`src/rtl/serial_subtractor_pkg.sv`:
```
// Shared definitions for the bit-serial subtractor: FSM state encoding and default width.
package serial_subtractor_pkg;

  localparam int DEFAULT_WIDTH = 2;

  typedef enum logic [1:0] {
    S_IDLE = 2'd0,
    S_RUN  = 2'd1,
    S_FIN  = 2'd2
  } state_t;

endpackage

```
`src/rtl/serial_subtractor_fsb.sv`:
```
// One-bit full subtractor cell: d = a - b - bin with borrow-out.
module full_subtractor_bit (
  input  logic a,
  input  logic b,
  input  logic bin,
  output logic d,
  output logic bout
);

  assign d    = a ^ b ^ bin;
  assign bout = (~a & b) | (~(a ^ b) & bin);

endmodule

```
`src/rtl/serial_subtractor.sv`:
```
// Bit-serial WIDTH-bit subtractor (D = A - B - BIN), LSB first, one bit per clock.
// Optional signed-overflow output v is built only when SUB_OVERFLOW_EN is defined.
module serial_subtractor
  import serial_subtractor_pkg::*;
#(
  parameter int WIDTH = DEFAULT_WIDTH
) (
  input  logic             clk,
  input  logic             rst_n,
  input  logic             start,
  input  logic [WIDTH-1:0] a,
  input  logic [WIDTH-1:0] b,
  input  logic             bin,
  output logic             busy,
  output logic             done,
  output logic [WIDTH-1:0] d,
  output logic             bout,
`ifdef SUB_OVERFLOW_EN
  output logic             v,
`endif
  output logic [1:0]       dbg_state
);

  localparam int CW = $clog2(WIDTH + 1);

  // Handshake: start is sampled on a rising edge; it is accepted only when busy=0
  // (IDLE or FIN). done is a one-cycle pulse in FIN and d/bout are valid from then on.
  state_t           state_q, state_d;
  logic [WIDTH-1:0] a_sh, b_sh, d_sh, d_next;
  logic             br;
  logic [CW-1:0]    cnt;
  logic             bit_d, bit_bout;
  logic             last, accept;
`ifdef SUB_OVERFLOW_EN
  logic             a_msb, b_msb;
`endif

  full_subtractor_bit u_fsb (
    .a    (a_sh[0]),
    .b    (b_sh[0]),
    .bin  (br),
    .d    (bit_d),
    .bout (bit_bout)
  );

  // New difference bit enters from the MSB side so the result ends up LSB-aligned.
  assign d_next = (d_sh >> 1) | (WIDTH'(bit_d) << (WIDTH - 1));
  assign last   = (cnt == CW'(WIDTH - 1));
  assign accept = start && (state_q != S_RUN);

  always_comb begin
    state_d = state_q;
    case (state_q)
      S_IDLE:  state_d = start ? S_RUN : S_IDLE;
      S_RUN:   state_d = last ? S_FIN : S_RUN;
      S_FIN:   state_d = start ? S_RUN : S_IDLE;
      default: state_d = S_IDLE;
    endcase
  end

  always_ff @(posedge clk or negedge rst_n) begin
    if (!rst_n) begin
      state_q <= S_IDLE;
      a_sh    <= '0;
      b_sh    <= '0;
      d_sh    <= '0;
      br      <= 1'b0;
      cnt     <= '0;
      d       <= '0;
      bout    <= 1'b0;
`ifdef SUB_OVERFLOW_EN
      a_msb   <= 1'b0;
      b_msb   <= 1'b0;
      v       <= 1'b0;
`endif
    end else begin
      state_q <= state_d;
      if (accept) begin
        a_sh  <= a;
        b_sh  <= b;
        d_sh  <= '0;
        br    <= bin;
        cnt   <= '0;
`ifdef SUB_OVERFLOW_EN
        a_msb <= a[WIDTH-1];
        b_msb <= b[WIDTH-1];
`endif
      end else if (state_q == S_RUN) begin
        a_sh <= a_sh >> 1;
        b_sh <= b_sh >> 1;
        d_sh <= d_next;
        br   <= bit_bout;
        cnt  <= cnt + 1'b1;
        if (last) begin
          d    <= d_next;
          bout <= bit_bout;
`ifdef SUB_OVERFLOW_EN
          // On the last bit, bit_d is the sign of the result.
          v    <= (a_msb ^ b_msb) & (bit_d ^ a_msb);
`endif
        end
      end
    end
  end

  assign busy      = (state_q == S_RUN);
  assign done      = (state_q == S_FIN);
  assign dbg_state = state_q;

endmodule
```
`config.mk`:
```
export PLATFORM = sky130hd
export DESIGN_NAME = serial_subtractor
export DESIGN_NICKNAME = d
export VERILOG_FILES = /design/src/rtl/serial_subtractor_pkg.sv /design/src/rtl/serial_subtractor_fsb.sv /design/src/rtl/serial_subtractor.sv
export SDC_FILE = /design/constraint.sdc
export NUM_CORES = 1
export LEC_CHECK = 0
export BUFFER_PORTS_ARGS = -buffer_cell sky130_fd_sc_hd__buf_2
export CAP_MARGIN = 20
export CORE_AREA = 2 2 39 41
export DETAILED_ROUTE_END_ITERATION = 7
export DIE_AREA = 0 0 41 43
export PLACE_DENSITY_LB_ADDON = 0.12
export SETUP_SLACK_MARGIN = 0.15
export SLEW_MARGIN = 30
export SYNTH_ARGS = -nofsm -noshare
export SYNTH_HDL_FRONTEND = slang
export SYNTH_SLANG_ARGS = --single-unit
```
`constraint.sdc`:
```
create_clock -name clk -period 3.3 [get_ports clk]
set_input_delay 0.495 -clock clk [delete_from_list [all_inputs] [get_ports clk]]
set_output_delay 0.495 -clock clk [all_outputs]
set_load 0.02 [all_outputs]
```
==> results <==
- In this run the remaining antenna-violating nets after routing total 0.
- The area of the mapped netlist is 624 µm².
- The via density per instance is 4.66.
- Among all flip-flop cells after synthesis, the most frequent one is dfrtp_1.
- 15 I/O pins were placed.
- Of the total synthesized cell area, the portion taken by XOR and XNOR cells is 0.
- The timing-limited maximum frequency is 0.533 GHz.
- The worst-case IR drop observed on VDD is 0.405 mV.
- In the post-synthesis netlist, the cell with the most instances is dfrtp_1.
- The number of maximum-capacitance constraint violations is 0.
- TritonCTS built the clock tree.
- The repair_antennas step left the layout with diodes totalling 0.
- The wire length of the first global-routing pass is 1.48 mm.
- Adding up every negative setup slack in the final design gives 0 ns.
- The clock sink count is 13.
- The die is 41 µm wide.
- In this design, the stage delay of the slowest critical-path cell is 0.39 ns.
- TritonCTS created 3 clock buffers.
- The total overflow left after global routing is 0.
- Following the worst setup path forward leads to its endpoint at busy.
- The tightest slew margin relative to the limit is 0.693.
- The share of synthesized area spent on multiplexers is 0.263.
- The worst setup path is launched from a register.
- The total nets after synthesis is 57.
- The worst setup path is of the reg2out kind.
- The floorplan step defined a core boundary enclosing 1380 µm².
- CTS built an H-tree with a depth of 1.
- For this run, the post-layout net count is 74.
- The critical path goes through nand2b_1 > inv_1 > buf_2.
- Setup repair after global routing left no endpoint under its margin.
- Of the total synthesized cell area, the portion taken by full adders, half adders and majority gates is 0.0521.
- The number of vias in the routed layout is 368.
- The most critical setup path has its startpoint at dbg_state[1]$_DFF_PN0_.
- The leakage dissipation is 0.000402 µW.
- The number of register bits inferred by synthesis is 13.
- In this run, the number of DRC markers left after iteration 0 of detailed routing was 1.
- For this design the ratio of total power to cell area is 968 nW/µm².
- The maximum clock path buffer count is 2.
- Of the cells placed in the final design, the portion with a size suffix greater than 1 is 0.429.
- The count of standard-cell rows is 14.
- The highest-delay cell along the critical path is dfrtp_1.
- The critical path crosses 3 cells after its start point.
- The critical path contains buffers and inverters numbering 2 combined.
- The path category of the worst min-delay check is in2async.
- After clock tree synthesis, the clock-pin slew on the worst setup and hold paths is 0.08 ns.
- In the post-synthesis netlist, the biggest area contributors are dfrtp_1 (52%), mux2i_1 (11%), mux2_4 (9.6%).
- The worst register-to-register path begins at cnt[0]$_DFFE_PN0P_.
- The synthesized-area fraction occupied by ao, oa, aoi and oai cells was 0.0100.
- The cell taking the most area after synthesis is dfrtp_1.
- The endpoint of the lowest-slack register-to-register path is d[1]$_DFFE_PN0P_.
- The cell sitting at the root of the clock tree is a clkbuf_4.
- Counting instances in the post-synthesis netlist gives the leading cell types as dfrtp_1 (13), inv_1 (7), mux2i_1 (7).
- For this run, the total global-route usage over all layers was measured as 0.125.
- Between clock sinks in the finished design, the worst skew comes to 0.00201 ns.
- Wires add up to 927 µm.
- The average wire per standard cell is 11.7 µm.
- Clock latency on the worst-skew pair, taken at its later pin, is 0.27 ns.
- Of all flip-flops after synthesis, the portion carrying an async set or reset was 1.00.
- The final estimated routing congestion in global placement is 0.656.
- After detailed routing, the number of remaining DRC violations is 0.
- After detailed placement, the design holds a cell count of 75.
- After filler insertion, the fill cell instance count of the layout stands at 123.
- The count of buffers added on input and output ports is 14.
- The first TritonRoute pass finished after 4 iterations.
- The family with the most delay on the worst path is flip-flops.
- The number of cells on the worst reg-to-reg path is 3.
- Along the worst path, the maximum fanout reaches 8.
- The combinational family with the most area after synthesis is multiplexers.
- The die is 43 µm tall.
- Counting every instance in the synthesized netlist gives 47.
- At the worst endpoint, the required time is 2.80 ns.
- The register area share after synthesis is 0.521.
- The register-to-register setup slack is 1.98 ns.
- Yosys mapped a number of flops with a built-in enable equal to 0.
- The number of gates resized after CTS is 0.
- Dividing the synthesized area by the synthesized cell count gives 13.3 µm².
- After the flow finishes, the layout carries non-filler instances totaling 79.
- The nature of the critical path endpoint is a primary output.
- The post-layout minimum cycle time is 1.88 ns.
- Hold repair after CTS inserted 0 buffers.
- Setup violations remaining at the end of the flow were counted as 0.
- Entering global routing, the biggest net connects 14 pins.
- The area growth from synthesis to layout is 16.0%.
- The full die area is 1760 µm².
- Of the available clock period, the critical path in the final layout requires 0.569.
- The count of yosys warnings during synthesis is 0.
- Post-CTS timing repair inserted 0 buffers for setup.
- In the final layout, flip-flops and latches occupy 325 µm².
- The run finished with clean final reports.
- Of the total synthesized cell area, the portion taken by AND, OR, NAND and NOR gates is 0.0862.
- The initial antenna violation count is 0.
- Summing all multi-input logic gate instances after layout gives 256 µm².
- Yosys mapped the design onto 16 distinct sky130hd cell types.
- The initial core utilization is 0.451.
- The number of global-route vias before repair is 352.
- The critical path data arrival time is 1.38 ns.
- The total count of hold-check failures in the final report is 0.
- The fraction of post-synthesis cell area in the top cell type by area is 0.521.
- The max-slew violation count is 0.
- The slew of the pin with the lowest slew margin is 0.461 ns.
[cell families after synthesis]
family,Yosys count
muxes,14
DFF,13
buffers and inverters,9
and+or+nand+nor,8
adders and majority gates,2
AOI/OAI and AO/OA,1
[cell usage in the layout, fill, tap and decap left out]
cell      netlist  layout
nand3b_1        1       1
and2b_2         1       1
nand2b_2        2       2
mux2_2          3       3
inv_1           7       7
clkbuf_4        0       3
buf_2           1      14
ha_1            1       1
clkbuf_1        0       1
mux2i_1         7       7
nor2b_1         1       1
fa_1            1       1
nand2b_1        1       1
mux2_4          4       4
dfrtp_1        13      13
nor2_1          2       2
o22ai_1         1       1
[routing by layer]
metal	vias to the layer above	routed length, µm	global-route usage
met5	-	0	0
met4	0	0	0.0400
met3	0	62	0.0366
li1	184	-	-
met2	13	410	0.191
met1	171	453	0.166
[registers in the layout, indices dropped and copies added, names as in the netlist]
signal / cells
bout: 1
dbg_state: 2
cnt: 2
d: 2
br: 1
b_sh: 2
d_sh: 1
a_sh: 2
[metrics by stage]
stage	hold WS, ns	total power (µW)	area [µm²]	util	setup WS [ns]
4_1_cts	0.104	711	724	0.524	1.41
6_report	0.0975	701	724	0.524	1.42
5_1_grt	0.115	754	724	0.524	1.34
2_1_floorplan	0.199	533	624	-	1.84
3_3_place_gp	0.400	609	698	0.505	1.73
3_5_place_dp	0.397	611	698	0.505	1.73
[power by group]
group | internal (µW) | switching (µW)
clock network | 46.7 | 49.5
registers | 234 | 43.3
logic | 158 | 169
[how the worst min path moves through the flow]
stage	to	cells after the start	slack, ns
after floorplan	a_sh[0]$_DFFE_PN0P_	0	0.20
after global placement	cnt[1]$_DFFE_PN0P_	1	0.40
after detailed placement	cnt[1]$_DFFE_PN0P_	1	0.40
after CTS	cnt[1]$_DFFE_PN0P_	1	0.10
after global routing	cnt[1]$_DFFE_PN0P_	1	0.11
final	cnt[1]$_DFFE_PN0P_	1	0.1
[worst register-to-register path: cells and delay by family, from the launching register on]
kind	cells	cell delay (ns)
DFF	1	0.41
muxes	1	0.36
adders and majority gates	1	0.23
and+or+nand+nor	1	0.20
[final cells by class]
type                            count  share of cell area
Timing Repair Buffer               14              0.0967
Tap cell                           16              0.0276
Inverter                            7              0.0363
Multi-Input combinational cell     25               0.354
Clock buffer                        4              0.0363
Sequential cell                    13               0.449
Note: power is estimated with default switching activity, not from simulation.
